### src/rtl/decode_stage_if.sv
// Fetch/decode/ALU-side bundle for decode_stage: incoming instruction, stall/flush
// control and the registered decode results.
interface decode_stage_if;
  logic [31:0] i_pc;
  logic [31:0] i_instr;
  logic        i_clk_en;
  logic        i_stall;
  logic        flush;
  logic        o_stall;
  logic [4:0]  o_rs1_addr_c;
  logic [4:0]  o_rs2_addr_c;
  logic [31:0] o_pc;
  logic [31:0] o_instr;
  logic [4:0]  o_rs1_addr;
  logic [4:0]  o_rs2_addr;
  logic [4:0]  o_rd_addr;
  logic [2:0]  o_funct3;
  logic [31:0] o_imm;
  logic [10:0] o_opcode;
  logic [13:0] o_alu;
  logic [3:0]  o_exception;
  logic        o_clk_en;

  modport master (
    output i_pc, i_instr, i_clk_en, i_stall, flush,
    input  o_stall, o_rs1_addr_c, o_rs2_addr_c, o_pc, o_instr, o_rs1_addr, o_rs2_addr,
           o_rd_addr, o_funct3, o_imm, o_opcode, o_alu, o_exception, o_clk_en
  );

  modport slave (
    input  i_pc, i_instr, i_clk_en, i_stall, flush,
    output o_stall, o_rs1_addr_c, o_rs2_addr_c, o_pc, o_instr, o_rs1_addr, o_rs2_addr,
           o_rd_addr, o_funct3, o_imm, o_opcode, o_alu, o_exception, o_clk_en
  );
endinterface

### src/rtl/decode_stage.sv
// RV32I decode stage: registers fetch output and decodes fields, immediate, one-hot
// opcode/ALU vectors and exceptions. Define DECODE_ZICSR_EN to accept Zicsr encodings.
module decode_stage #(
  parameter logic [31:0] PC_RESET = 32'h0
) (
  input  logic          clk,
  input  logic          rstn,
  decode_stage_if.slave bus
);
  localparam logic [6:0] OPC_RTYPE  = 7'b0110011;
  localparam logic [6:0] OPC_ITYPE  = 7'b0010011;
  localparam logic [6:0] OPC_LOAD   = 7'b0000011;
  localparam logic [6:0] OPC_STORE  = 7'b0100011;
  localparam logic [6:0] OPC_BRANCH = 7'b1100011;
  localparam logic [6:0] OPC_JAL    = 7'b1101111;
  localparam logic [6:0] OPC_JALR   = 7'b1100111;
  localparam logic [6:0] OPC_LUI    = 7'b0110111;
  localparam logic [6:0] OPC_AUIPC  = 7'b0010111;
  localparam logic [6:0] OPC_SYSTEM = 7'b1110011;
  localparam logic [6:0] OPC_FENCE  = 7'b0001111;

  localparam logic [10:0] OH_R = 11'h001, OH_I = 11'h002, OH_LOAD = 11'h004, OH_STORE = 11'h008;
  localparam logic [10:0] OH_BR = 11'h010, OH_JAL = 11'h020, OH_JALR = 11'h040, OH_LUI = 11'h080;
  localparam logic [10:0] OH_AUIPC = 11'h100, OH_SYS = 11'h200, OH_FENCE = 11'h400;

  // GE/GEU sit at bits 11/12 and NEQ at bit 13.
  localparam logic [13:0] ALU_ADD = 14'h0001, ALU_SUB = 14'h0002, ALU_SLT = 14'h0004;
  localparam logic [13:0] ALU_SLTU = 14'h0008, ALU_XOR = 14'h0010, ALU_OR = 14'h0020;
  localparam logic [13:0] ALU_AND = 14'h0040, ALU_SLL = 14'h0080, ALU_SRL = 14'h0100;
  localparam logic [13:0] ALU_SRA = 14'h0200, ALU_EQ = 14'h0400, ALU_GE = 14'h0800;
  localparam logic [13:0] ALU_GEU = 14'h1000, ALU_NEQ = 14'h2000;

  logic [31:0]        w_i;
  logic [6:0]         w_op;
  logic [2:0]         w_f3;
  logic [6:0]         w_f7;
  logic               w_stall;
  logic signed [31:0] w_imm_i, w_imm_s, w_imm_b, w_imm_u, w_imm_j, w_imm;
  logic [10:0]        w_opc;
  logic [13:0]        w_alu;
  logic               w_ill, w_ecall, w_ebreak, w_mret;

  logic [31:0] r_pc, r_instr, r_imm;
  logic [4:0]  r_rs1, r_rs2, r_rd;
  logic [2:0]  r_f3;
  logic [10:0] r_opc;
  logic [13:0] r_alu;
  logic [3:0]  r_exc;
  logic        r_clk_en;

  function automatic logic [13:0] arith_op(input logic [2:0] f3, input logic alt, input logic sub_ok);
    case (f3)
      3'd0:    arith_op = (alt && sub_ok) ? ALU_SUB : ALU_ADD;
      3'd1:    arith_op = ALU_SLL;
      3'd2:    arith_op = ALU_SLT;
      3'd3:    arith_op = ALU_SLTU;
      3'd4:    arith_op = ALU_XOR;
      3'd5:    arith_op = alt ? ALU_SRA : ALU_SRL;
      3'd6:    arith_op = ALU_OR;
      default: arith_op = ALU_AND;
    endcase
  endfunction

  function automatic logic [13:0] branch_op(input logic [2:0] f3);
    case (f3)
      3'd0:    branch_op = ALU_EQ;
      3'd1:    branch_op = ALU_NEQ;
      3'd4:    branch_op = ALU_SLT;
      3'd5:    branch_op = ALU_GE;
      3'd6:    branch_op = ALU_SLTU;
      3'd7:    branch_op = ALU_GEU;
      default: branch_op = ALU_ADD;
    endcase
  endfunction

  assign w_i     = bus.i_instr;
  assign w_op    = w_i[6:0];
  assign w_f3    = w_i[14:12];
  assign w_f7    = w_i[31:25];
  assign w_stall = bus.i_stall;

  assign w_imm_i = {{20{w_i[31]}}, w_i[31:20]};
  assign w_imm_s = {{20{w_i[31]}}, w_i[31:25], w_i[11:7]};
  assign w_imm_b = {{19{w_i[31]}}, w_i[31], w_i[7], w_i[30:25], w_i[11:8], 1'b0};
  assign w_imm_u = {w_i[31:12], 12'b0};
  assign w_imm_j = {{11{w_i[31]}}, w_i[31], w_i[19:12], w_i[20], w_i[30:21], 1'b0};

  always_comb begin
    w_opc    = '0;
    w_alu    = ALU_ADD;
    w_imm    = '0;
    w_ill    = 1'b0;
    w_ecall  = 1'b0;
    w_ebreak = 1'b0;
    w_mret   = 1'b0;
    case (w_op)
      OPC_RTYPE: begin
        w_opc = OH_R;
        w_alu = arith_op(w_f3, w_i[30], 1'b1);
        if (!(w_f7 == 7'h00 || (w_f7 == 7'h20 && (w_f3 == 3'd0 || w_f3 == 3'd5)))) w_ill = 1'b1;
      end
      OPC_ITYPE: begin
        w_opc = OH_I;
        w_imm = w_imm_i;
        w_alu = arith_op(w_f3, w_i[30], 1'b0);
        if (w_f3 == 3'd1 && w_f7 != 7'h00) w_ill = 1'b1;
        if (w_f3 == 3'd5 && !(w_f7 == 7'h00 || w_f7 == 7'h20)) w_ill = 1'b1;
      end
      OPC_LOAD: begin
        w_opc = OH_LOAD;
        w_imm = w_imm_i;
        if (w_f3 == 3'd3 || w_f3 == 3'd6 || w_f3 == 3'd7) w_ill = 1'b1;
      end
      OPC_STORE: begin
        w_opc = OH_STORE;
        w_imm = w_imm_s;
        if (w_f3 > 3'd2) w_ill = 1'b1;
      end
      OPC_BRANCH: begin
        w_opc = OH_BR;
        w_imm = w_imm_b;
        w_alu = branch_op(w_f3);
        if (w_f3 == 3'd2 || w_f3 == 3'd3) w_ill = 1'b1;
      end
      OPC_JAL: begin
        w_opc = OH_JAL;
        w_imm = w_imm_j;
      end
      OPC_JALR: begin
        w_opc = OH_JALR;
        w_imm = w_imm_i;
        if (w_f3 != 3'd0) w_ill = 1'b1;
      end
      OPC_LUI: begin
        w_opc = OH_LUI;
        w_imm = w_imm_u;
      end
      OPC_AUIPC: begin
        w_opc = OH_AUIPC;
        w_imm = w_imm_u;
      end
      OPC_FENCE: begin
        w_opc = OH_FENCE;
        if (w_f3 > 3'd1) w_ill = 1'b1;
      end
      OPC_SYSTEM: begin
        w_opc = OH_SYS;
        case (w_f3)
          3'd0: begin
            if (w_i == 32'h0000_0073)      w_ecall  = 1'b1;
            else if (w_i == 32'h0010_0073) w_ebreak = 1'b1;
            else if (w_i == 32'h3020_0073) w_mret   = 1'b1;
            else                           w_ill    = 1'b1;
          end
          3'd4: w_ill = 1'b1;
          default: begin
`ifdef DECODE_ZICSR_EN
            // CSR address; for CSRR*I the uimm already rides in the rs1 field.
            w_imm = {20'd0, w_i[31:20]};
`else
            w_ill = 1'b1;
`endif
          end
        endcase
      end
      default: w_ill = 1'b1;
    endcase
    if (w_i[1:0] != 2'b11) w_ill = 1'b1;
    if (w_ill) begin
      w_opc    = '0;
      w_alu    = ALU_ADD;
      w_ecall  = 1'b0;
      w_ebreak = 1'b0;
      w_mret   = 1'b0;
    end
  end

  // Stage boundary: decode -> ALU registers
  always_ff @(posedge clk or negedge rstn) begin
    if (!rstn) begin
      r_pc     <= PC_RESET;
      r_instr  <= '0;
      r_imm    <= '0;
      r_rs1    <= '0;
      r_rs2    <= '0;
      r_rd     <= '0;
      r_f3     <= '0;
      r_opc    <= '0;
      r_alu    <= '0;
      r_exc    <= '0;
      r_clk_en <= 1'b0;
    end else if (!w_stall) begin
      r_clk_en <= bus.flush ? 1'b0 : bus.i_clk_en;
      if (bus.i_clk_en) begin
        r_pc    <= bus.i_pc;
        r_instr <= w_i;
        r_imm   <= w_imm;
        r_rs1   <= w_i[19:15];
        r_rs2   <= w_i[24:20];
        r_rd    <= w_ill ? 5'd0 : w_i[11:7];
        r_f3    <= w_f3;
        r_opc   <= w_opc;
        r_alu   <= w_alu;
        r_exc   <= {w_ill, w_ecall, w_ebreak, w_mret};
      end
    end
  end

  assign bus.o_stall      = w_stall;
  assign bus.o_rs1_addr_c = w_i[19:15];
  assign bus.o_rs2_addr_c = w_i[24:20];
  assign bus.o_pc         = r_pc;
  assign bus.o_instr      = r_instr;
  assign bus.o_imm        = r_imm;
  assign bus.o_rs1_addr   = r_rs1;
  assign bus.o_rs2_addr   = r_rs2;
  assign bus.o_rd_addr    = r_rd;
  assign bus.o_funct3     = r_f3;
  assign bus.o_opcode     = r_opc;
  assign bus.o_alu        = r_alu;
  assign bus.o_exception  = r_exc;
  assign bus.o_clk_en     = r_clk_en;
endmodule

### src/flat_wrapper.sv
// flat-port wrapper written by rule: the top's interface ports become plain ports
module decode_stage_flat 
#(
  parameter logic [31:0] PC_RESET = 32'h0
)
  (clk, rstn, bus_i_pc, bus_i_instr, bus_i_clk_en, bus_i_stall, bus_flush, bus_o_stall, bus_o_rs1_addr_c, bus_o_rs2_addr_c, bus_o_pc, bus_o_instr, bus_o_rs1_addr, bus_o_rs2_addr, bus_o_rd_addr, bus_o_funct3, bus_o_imm, bus_o_opcode, bus_o_alu, bus_o_exception, bus_o_clk_en);
  decode_stage_if bus_i ();
  input  logic clk;
  input  logic rstn;
  input wire logic [$bits(bus_i.i_pc)-1:0] bus_i_pc;
  input wire logic [$bits(bus_i.i_instr)-1:0] bus_i_instr;
  input wire logic [$bits(bus_i.i_clk_en)-1:0] bus_i_clk_en;
  input wire logic [$bits(bus_i.i_stall)-1:0] bus_i_stall;
  input wire logic [$bits(bus_i.flush)-1:0] bus_flush;
  output wire logic [$bits(bus_i.o_stall)-1:0] bus_o_stall;
  output wire logic [$bits(bus_i.o_rs1_addr_c)-1:0] bus_o_rs1_addr_c;
  output wire logic [$bits(bus_i.o_rs2_addr_c)-1:0] bus_o_rs2_addr_c;
  output wire logic [$bits(bus_i.o_pc)-1:0] bus_o_pc;
  output wire logic [$bits(bus_i.o_instr)-1:0] bus_o_instr;
  output wire logic [$bits(bus_i.o_rs1_addr)-1:0] bus_o_rs1_addr;
  output wire logic [$bits(bus_i.o_rs2_addr)-1:0] bus_o_rs2_addr;
  output wire logic [$bits(bus_i.o_rd_addr)-1:0] bus_o_rd_addr;
  output wire logic [$bits(bus_i.o_funct3)-1:0] bus_o_funct3;
  output wire logic [$bits(bus_i.o_imm)-1:0] bus_o_imm;
  output wire logic [$bits(bus_i.o_opcode)-1:0] bus_o_opcode;
  output wire logic [$bits(bus_i.o_alu)-1:0] bus_o_alu;
  output wire logic [$bits(bus_i.o_exception)-1:0] bus_o_exception;
  output wire logic [$bits(bus_i.o_clk_en)-1:0] bus_o_clk_en;
  assign bus_i.i_pc = bus_i_pc;
  assign bus_i.i_instr = bus_i_instr;
  assign bus_i.i_clk_en = bus_i_clk_en;
  assign bus_i.i_stall = bus_i_stall;
  assign bus_i.flush = bus_flush;
  assign bus_o_stall = bus_i.o_stall;
  assign bus_o_rs1_addr_c = bus_i.o_rs1_addr_c;
  assign bus_o_rs2_addr_c = bus_i.o_rs2_addr_c;
  assign bus_o_pc = bus_i.o_pc;
  assign bus_o_instr = bus_i.o_instr;
  assign bus_o_rs1_addr = bus_i.o_rs1_addr;
  assign bus_o_rs2_addr = bus_i.o_rs2_addr;
  assign bus_o_rd_addr = bus_i.o_rd_addr;
  assign bus_o_funct3 = bus_i.o_funct3;
  assign bus_o_imm = bus_i.o_imm;
  assign bus_o_opcode = bus_i.o_opcode;
  assign bus_o_alu = bus_i.o_alu;
  assign bus_o_exception = bus_i.o_exception;
  assign bus_o_clk_en = bus_i.o_clk_en;
  decode_stage #(.PC_RESET(PC_RESET)) u_core (.clk(clk), .rstn(rstn), .bus(bus_i));
endmodule
### config.mk
export PLATFORM = sky130hd
export DESIGN_NAME = decode_stage_flat
export DESIGN_NICKNAME = d
export VERILOG_FILES = /design/src/rtl/decode_stage_if.sv /design/src/rtl/decode_stage.sv /design/src/flat_wrapper.sv
export SDC_FILE = /design/constraint.sdc
export NUM_CORES = 1
export LEC_CHECK = 0
export BUFFER_PORTS_ARGS = -buffer_cell sky130_fd_sc_hd__buf_4
export CORE_MARGIN = 5
export CORE_UTILIZATION = 40
export CTS_CLUSTER_DIAMETER = 100
export DETAILED_ROUTE_END_ITERATION = 10
export GPL_ROUTABILITY_DRIVEN = 0
export PLACE_DENSITY = 0.67
export SETUP_SLACK_MARGIN = 0.5
export SLEW_MARGIN = 20
export SYNTH_ARGS = -nofsm -noshare
export SYNTH_HDL_FRONTEND = slang
export SYNTH_SLANG_ARGS = --single-unit
export TNS_END_PERCENT = 30
### constraint.sdc
create_clock -name clk -period 1.75 [get_ports clk]
set_clock_uncertainty 0.05 [all_clocks]
set_input_delay 0.525 -clock clk [delete_from_list [all_inputs] [get_ports clk]]
set_output_delay 0.525 -clock clk [all_outputs]
set_load 0.05 [all_outputs]
### Yosys cells after proc, flatten, opt, wreduce, memory -nomap -nowiden

Index checks and enable logic that the tools add are counted.

* output and inout bits: 155
* logic and storage cells: 96
* input bits: 69
* register bits: 144

* bitwise operators: 1
* equal/unequal tests: 23
* reductions and logical operators: 18
* order comparisons: 2
* multiplexer cells: 41

Operators by type and width (count)
* one-hot mux 14 bit (7 select lines): 2
* one-hot mux 32 bit (5 select lines): 1
* one-hot mux 11 bit (11 select lines): 1
* one-hot mux 14 bit (6 select lines): 1
* one-hot mux 14 bit (3 select lines): 1
* == test 32 x 21 -> 1 bit (second input constant): 1
* == test 32 x 30 -> 1 bit (second input constant): 1
* == test 32 x 7 -> 1 bit (second input constant): 1
* two-way mux 1 bit: 29
* == test 7 x 6 -> 1 bit (second input constant): 4
* == test 7 bit (second input constant): 4
* == test 7 x 5 -> 1 bit (second input constant): 2
* two-way mux 14 bit: 1
* == test 3 bit (second input constant): 4
* two-way mux 11 bit: 1
* two-way mux 10 bit: 1
* one-hot mux 1 bit (9 select lines): 1
* == test 7 x 2 -> 1 bit (second input constant): 1
* == test 7 x 4 -> 1 bit (second input constant): 1
* zero test 7 bit: 1
* nonzero test 7 bit: 1
* == test 3 x 2 -> 1 bit (second input constant): 2
* logical OR 1 bit: 6
* OR reduction 3 bit: 2
* 13 further kinds: 15

### Longest topological paths before layout

* depth after elaboration: 8
* mapped depth: 7
* gate-level depth less buffers: 5

### Worst setup path before layout

OpenSTA, ideal clock, no wires.

* path kind: input port to flip-flop
* start point: input bus_i_instr[14]
* end point: register u_core.r_alu[0] (netlist: u_core.bus.o_alu[0])
* library setup time: 126 ps
* stages: 6
* arrival: 2136 ps
* data required time: 1574 ps
* setup slack: -562 ps
* buffers on the path: 2
* cell sequence: buf_2 nor3_1 a2111oi_0 or4_4 buf_6 o32a_1

* word-level cells in the longest chain between the ends: 8
* elaborated cells between the ends (all ways): 41
* those cells by class: order compare (2); eq/ne (10); mux (19); reduce/logical (10)

RTL lines
* start: declaration: line flat_wrapper.sv:11 `input wire logic [$bits(bus_i.i_instr)-1:0] bus_i_instr;`
* == test 32 x 30 -> 1 bit (tied with other cells): line decode_stage.sv:152 `else if (w_i == 32'h3020_0073) w_mret = 1'b1;`
* two-way mux 1 bit / logical OR 1 bit (equally long branches): line decode_stage.sv:152, decode_stage.sv:100
* two-way mux 1 bit / logical AND 1 bit (equally long branches): line decode_stage.sv:151, decode_stage.sv:100
* two-way mux 1 bit / logical OR 1 bit (equally long branches): line decode_stage.sv:150, decode_stage.sv:100
* two-way mux 1 bit, on equally long branches: line decode_stage.sv:148, decode_stage.sv:100
* one-hot mux 1 bit (9 select lines): line decode_stage.sv:96 `case (w_op)`
* two-way mux 1 bit: line decode_stage.sv:168 `if (w_i[1:0] != 2'b11) w_ill = 1'b1;`
* two-way mux 14 bit (*): line decode_stage.sv:169 `if (w_ill) begin`
* end signal: assignment: line decode_stage.sv:203 `r_alu <= w_alu;`
* end: declaration: line decode_stage.sv:47 `logic [13:0] r_alu;`

Every way passes the cells marked *; elsewhere a longest branch is shown, timed or not.
A chain may end at the register's enable or synchronous reset.

### Final worst setup path

* start point: input bus_i_instr[26]
* end point: register u_core.r_alu[7] (netlist: u_core.bus.o_alu[7])

* word-level cells in the longest chain between the ends: 8
* elaborated cells between the ends (all ways): 22
* those cells by class: eq/ne (4); mux (10); reduce/logical (8)

RTL lines (line)
* == test 32 x 30 -> 1 bit (tied with other cells): decode_stage.sv:152
* two-way mux 1 bit / logical OR 1 bit (equally long branches): decode_stage.sv:152, decode_stage.sv:107
* two-way mux 1 bit / zero test 1 bit (equally long branches): decode_stage.sv:151, decode_stage.sv:107
* two-way mux 1 bit / logical AND 1 bit (equally long branches): decode_stage.sv:150, decode_stage.sv:107
* two-way mux 1 bit, on equally long branches: decode_stage.sv:148, decode_stage.sv:107
* one-hot mux 1 bit (9 select lines) (*): decode_stage.sv:96
* two-way mux 1 bit (*): decode_stage.sv:168
* two-way mux 14 bit (*): decode_stage.sv:169

Marks and branches as above.

==> results.md <==
- The flow ran to the end, but the final reports show violations.
- The checks that failed: negative setup slack.
- The via density per instance is 5.27.
- The sum of negative setup slack is -6.46 ns.
- The ratio of cells with drive above 1 in the final layout is 0.525.
- Counting along the longest clock path gives a buffer depth of 2.
- The number of iterations in the first detailed-routing pass is 5.
- The cell family with the largest share of critical-path delay is simple AND/OR/NAND/NOR gates.
- The die width is 131 µm.
- Entering global routing, the biggest net connects between 80 and 90 pins.
- The library cell used most frequently in the layout, excluding fill and tap cells, is sky130_fd_sc_hd__nand2_1.
- The number of violations reported at the end of detailed-routing iteration 0 is 600.
- The HPWL after detailed placement is ~15 mm.
- The post-synth design cell area is between 5000 and 6000 µm².
- For this run, the register share of the synthesized area comes to 0.564.
- Clock-pin slew was measured on the worst setup and hold paths at around 0.060 ns.
- For this design the static power due to leakage is 0.00547 µW.
- CTS saw about 130 sinks.
- In this run the number of cells on the critical path is 7.
- The max-cap check violation count is 0.
- The largest stage delay on the critical path is 0.48 ns.
- After technology mapping, the gate count stands at 634.
- The post-detailed-route wirelength per cell is 20.0 µm.
- The average instance in the mapped netlist occupies 9.17 µm².
- The final worst setup slack is -0.411 ns.
- The number of cells on the worst reg-to-reg path is 1.
- Yosys mapped a number of flops with a built-in enable equal to 0.
- The number of placed cells counting well taps is 1,080.
- The number of nets in the synthesized netlist is 703.
- The count of non-filler cells in the finished layout is about 1,200.
- The critical path endpoint category is a register.
- Leaving out fill and tap cells, the most frequent cells in the layout are 212 x sky130_fd_sc_hd__nand2_1, 189 x sky130_fd_sc_hd__buf_6, 131 x sky130_fd_sc_hd__dfrtp_1, 127 x sky130_fd_sc_hd__buf_4, 36 x sky130_fd_sc_hd__buf_8.
- The count of port buffers added during placement is 223.
- The launch instance of the worst register-to-register path is u_core.bus.o_imm[17].
- The pre-CTS worst setup slack is -0.803 ns.
- Derived from the worst setup path, the maximum achievable clock frequency is 0.463 GHz.
- The number of antenna violations at the first check in global routing is 0.
- The TritonCTS clock tree is yes.
- The overall die height is 131 µm.
- In this run the power density over the cells is 929 nW/µm².
- STA classifies the critical path startpoint as a primary input.
- The first global-routing pass estimated around 34 mm of wire.
- The overall via count from detail_route is between 6,000 and 7,000.
- The initial standard-cell utilization of the core is 0.405.
- The most critical setup path has its startpoint at bus_i_instr[26].
- The number of remaining DRC errors is 0.
- The critical path is of the in2reg type.
- The timing endpoint of the critical path is u_core.bus.o_alu[7].
- Summing all flip-flop and latch instances after layout gives between 3000 and 4000 µm².
- The maximum level of the CTS H-tree is 4.
- Together, buffers and inverters on the worst path number 2.
- Across the VDD grid, the largest voltage drop is 0.549 mV.
- After synthesis, the share of flip-flops with an asynchronous set or reset is 1.00.
- After floorplanning, the core was sized to cover 14,400 µm².
- The path class of the tightest hold or removal check is in2reg.
- The number of global-route vias before repair is 6,432.
- The number of synthesis warnings is 0.
- The number of nets in the layout is 1,025.
- The final hold violation count was 0.
- The setup slack of the worst register-to-register path is 0.86 ns.
- The die covers roughly 17,000 µm².
- The layout-stage area growth over the synthesis result is 87.5%.
- The post-route antenna net violation count is 0.
- Pin placement for this block handled approximately 220 I/O pins.
- The final critical delay including setup and external delays is 2.16 ns.
- The row count is 44.
- Dividing the final minimum period by the clock period gives 1.23.
- The repair_antennas step left the layout with diodes totalling 0.
- The buffer cell driving the clock tree root is sky130_fd_sc_hd__clkbuf_16.
- The final setup violation count is 24.
- The worst pin sits at a relative slew slack of 0.541.
- The capture instance of the worst register-to-register path is u_core.bus.o_imm[17].
- TritonCTS created 17 clock buffers.
- The number of distinct standard cells referenced by the synthesized netlist is 56.
- The standard cell with the maximum stage delay on the critical path is sky130_fd_sc_hd__or4_4.
- The critical path data required time is 2.01 ns.
- For the worst setup path, the data arrival time is 2.42 ns.
- After filler insertion, the fill cell instance count of the layout stands at about 900.
- The final max-slew violation count is 0.
- In this run the cell area measured after placement is 8330 µm².
- The synthesized design contains 131 register bits.
- The signal on the critical path passes through buf_8 > nor4_4 > nor3b_4 > a211oi_4 > buf_4 > or4_4 > o31ai_2.
- The multi-input combinational cells in the finished layout cover a total of 2850 µm².
- The predominant post-synthesis flop cell is sky130_fd_sc_hd__dfrtp_1.
- The post-route cell area is 10,900 µm².
- For the pin with the worst max-slew slack, the measured transition is 0.687 ns.
- Setup repair after global routing could not meet its margin everywhere.
- The routed design has approximately 23 mm of wire.
- The total congestion overflow is 0.
- For the worst-skew pair, the clock arrives at the later sink with an insertion delay of 0.42 ns.
- For this run, the total global-route usage over all layers was measured as 0.256.
- The largest driver fanout on the critical path is 5.
[worst min-delay path by stage]
stage                        startpoint                   end  depth (start not counted)
finish                     bus_i_pc[18]   u_core.bus.o_pc[18]                          3
CTS                        bus_i_pc[27]   u_core.bus.o_pc[27]                          3
global route               bus_i_pc[18]   u_core.bus.o_pc[18]                          3
global placement                   rstn  u_core.bus.o_alu[12]                          1
floorplan                          rstn   u_core.bus.o_alu[0]                          0
detailed placement  u_core.bus.o_pc[31]   u_core.bus.o_pc[31]                          2
[repair_timing]
item / in CTS / in global routing
hold buffers: 1 / 0
pin swaps: 50 / 59
cloned: 3 / 3
gates resized for setup: 305 / 119
endpoints found under the hold margin: 31 / 0
endpoints found under the setup margin: 262 / 263
setup buffers: 18 / 16
[report_power, final]
part	internal, µW	leakage [µW]	switching [µW]
clock	2270	0.000295	1360
sequential	3280	0.00168	233
combinational	1140	0.00349	1840
[state kept, by name, indices dropped and copies added (netlist names)]
name                    cells
u_core.bus.o_alu           14
u_core.bus.o_rd_addr        5
u_core.bus.o_funct3         2
u_core.bus.o_rs1_addr       4
u_core.bus.o_pc            32
u_core.bus.o_opcode        11
u_core.bus.o_exception      4
u_core.bus.o_imm           32
u_core.bus.o_clk_en         1
u_core.bus.o_rs2_addr       4
u_core.bus.o_instr         22
[metrics by stage]
step	power, µW	util	hold slack, ns
floorplan	5010	-	0.179
CTS	10000	0.717	0.232
finish	10100	0.759	0.247
detailed placement	5990	0.579	0.413
global placement	5950	0.579	0.413
global route	10500	0.759	0.241
[worst min-delay path: stages]
cell and delay, ns:
sky130_fd_sc_hd__buf_4 0.08, sky130_fd_sc_hd__nand2_1 0.04, sky130_fd_sc_hd__nand2_1 0.04
[metal layers]
metal | global-route usage | share of wire | vias up
met2 | 0.455 | 0.53 | 295
met3 | 0.0589 | 0.075 | 53
met5 | 0 | 0 | -
met1 | 0.308 | 0.37 | 2958
met4 | 0.0786 | 0.023 | 0
li1 | - | - | 2760
[cells by family after synthesis]
family | synth area share
xor+xnor | 0.00151
compound gates | 0.130
buf+inv | 0.0674
flops | 0.564
simple gates | 0.238
[Yosys cell counts, drive strengths merged, types with 2 or more instances]
cell type	count	area share
nand2	249	0.16
dfrtp	131	0.56
clkbuf	36	0.023
buf	31	0.038
nor2	30	0.019
o21ai	25	0.022
o31ai	15	0.019
a31oi	11	0.012
inv	10	0.0065
a221o	8	0.014
o41ai	8	0.021
nand2b	7	0.0075
a221oi	6	0.0090
nand3	6	0.0052
a21oi	5	0.0043
nor3	5	0.0043
a211oi	4	0.0060
nor2b	4	0.0043
nor4	4	0.0054
nand4	3	0.0032
nor3b	3	0.0047
or3	3	0.0032
a2bb2oi	2	0.0030
and2	2	0.0022
and3	2	0.0022
o32a	2	0.0034
or4	2	0.0032
[cell type report]
class | count | area share
Clock buffer | 18 | 0.0403
Multi-Input combinational cell | 430 | 0.261
Inverter | 10 | 0.00390
Tap cell | 184 | 0.0211
Sequential cell | 131 | 0.301
Timing Repair Buffer | 366 | 0.358
Clock inverter | 13 | 0.0148
Power figures use the tool's default switching activity.
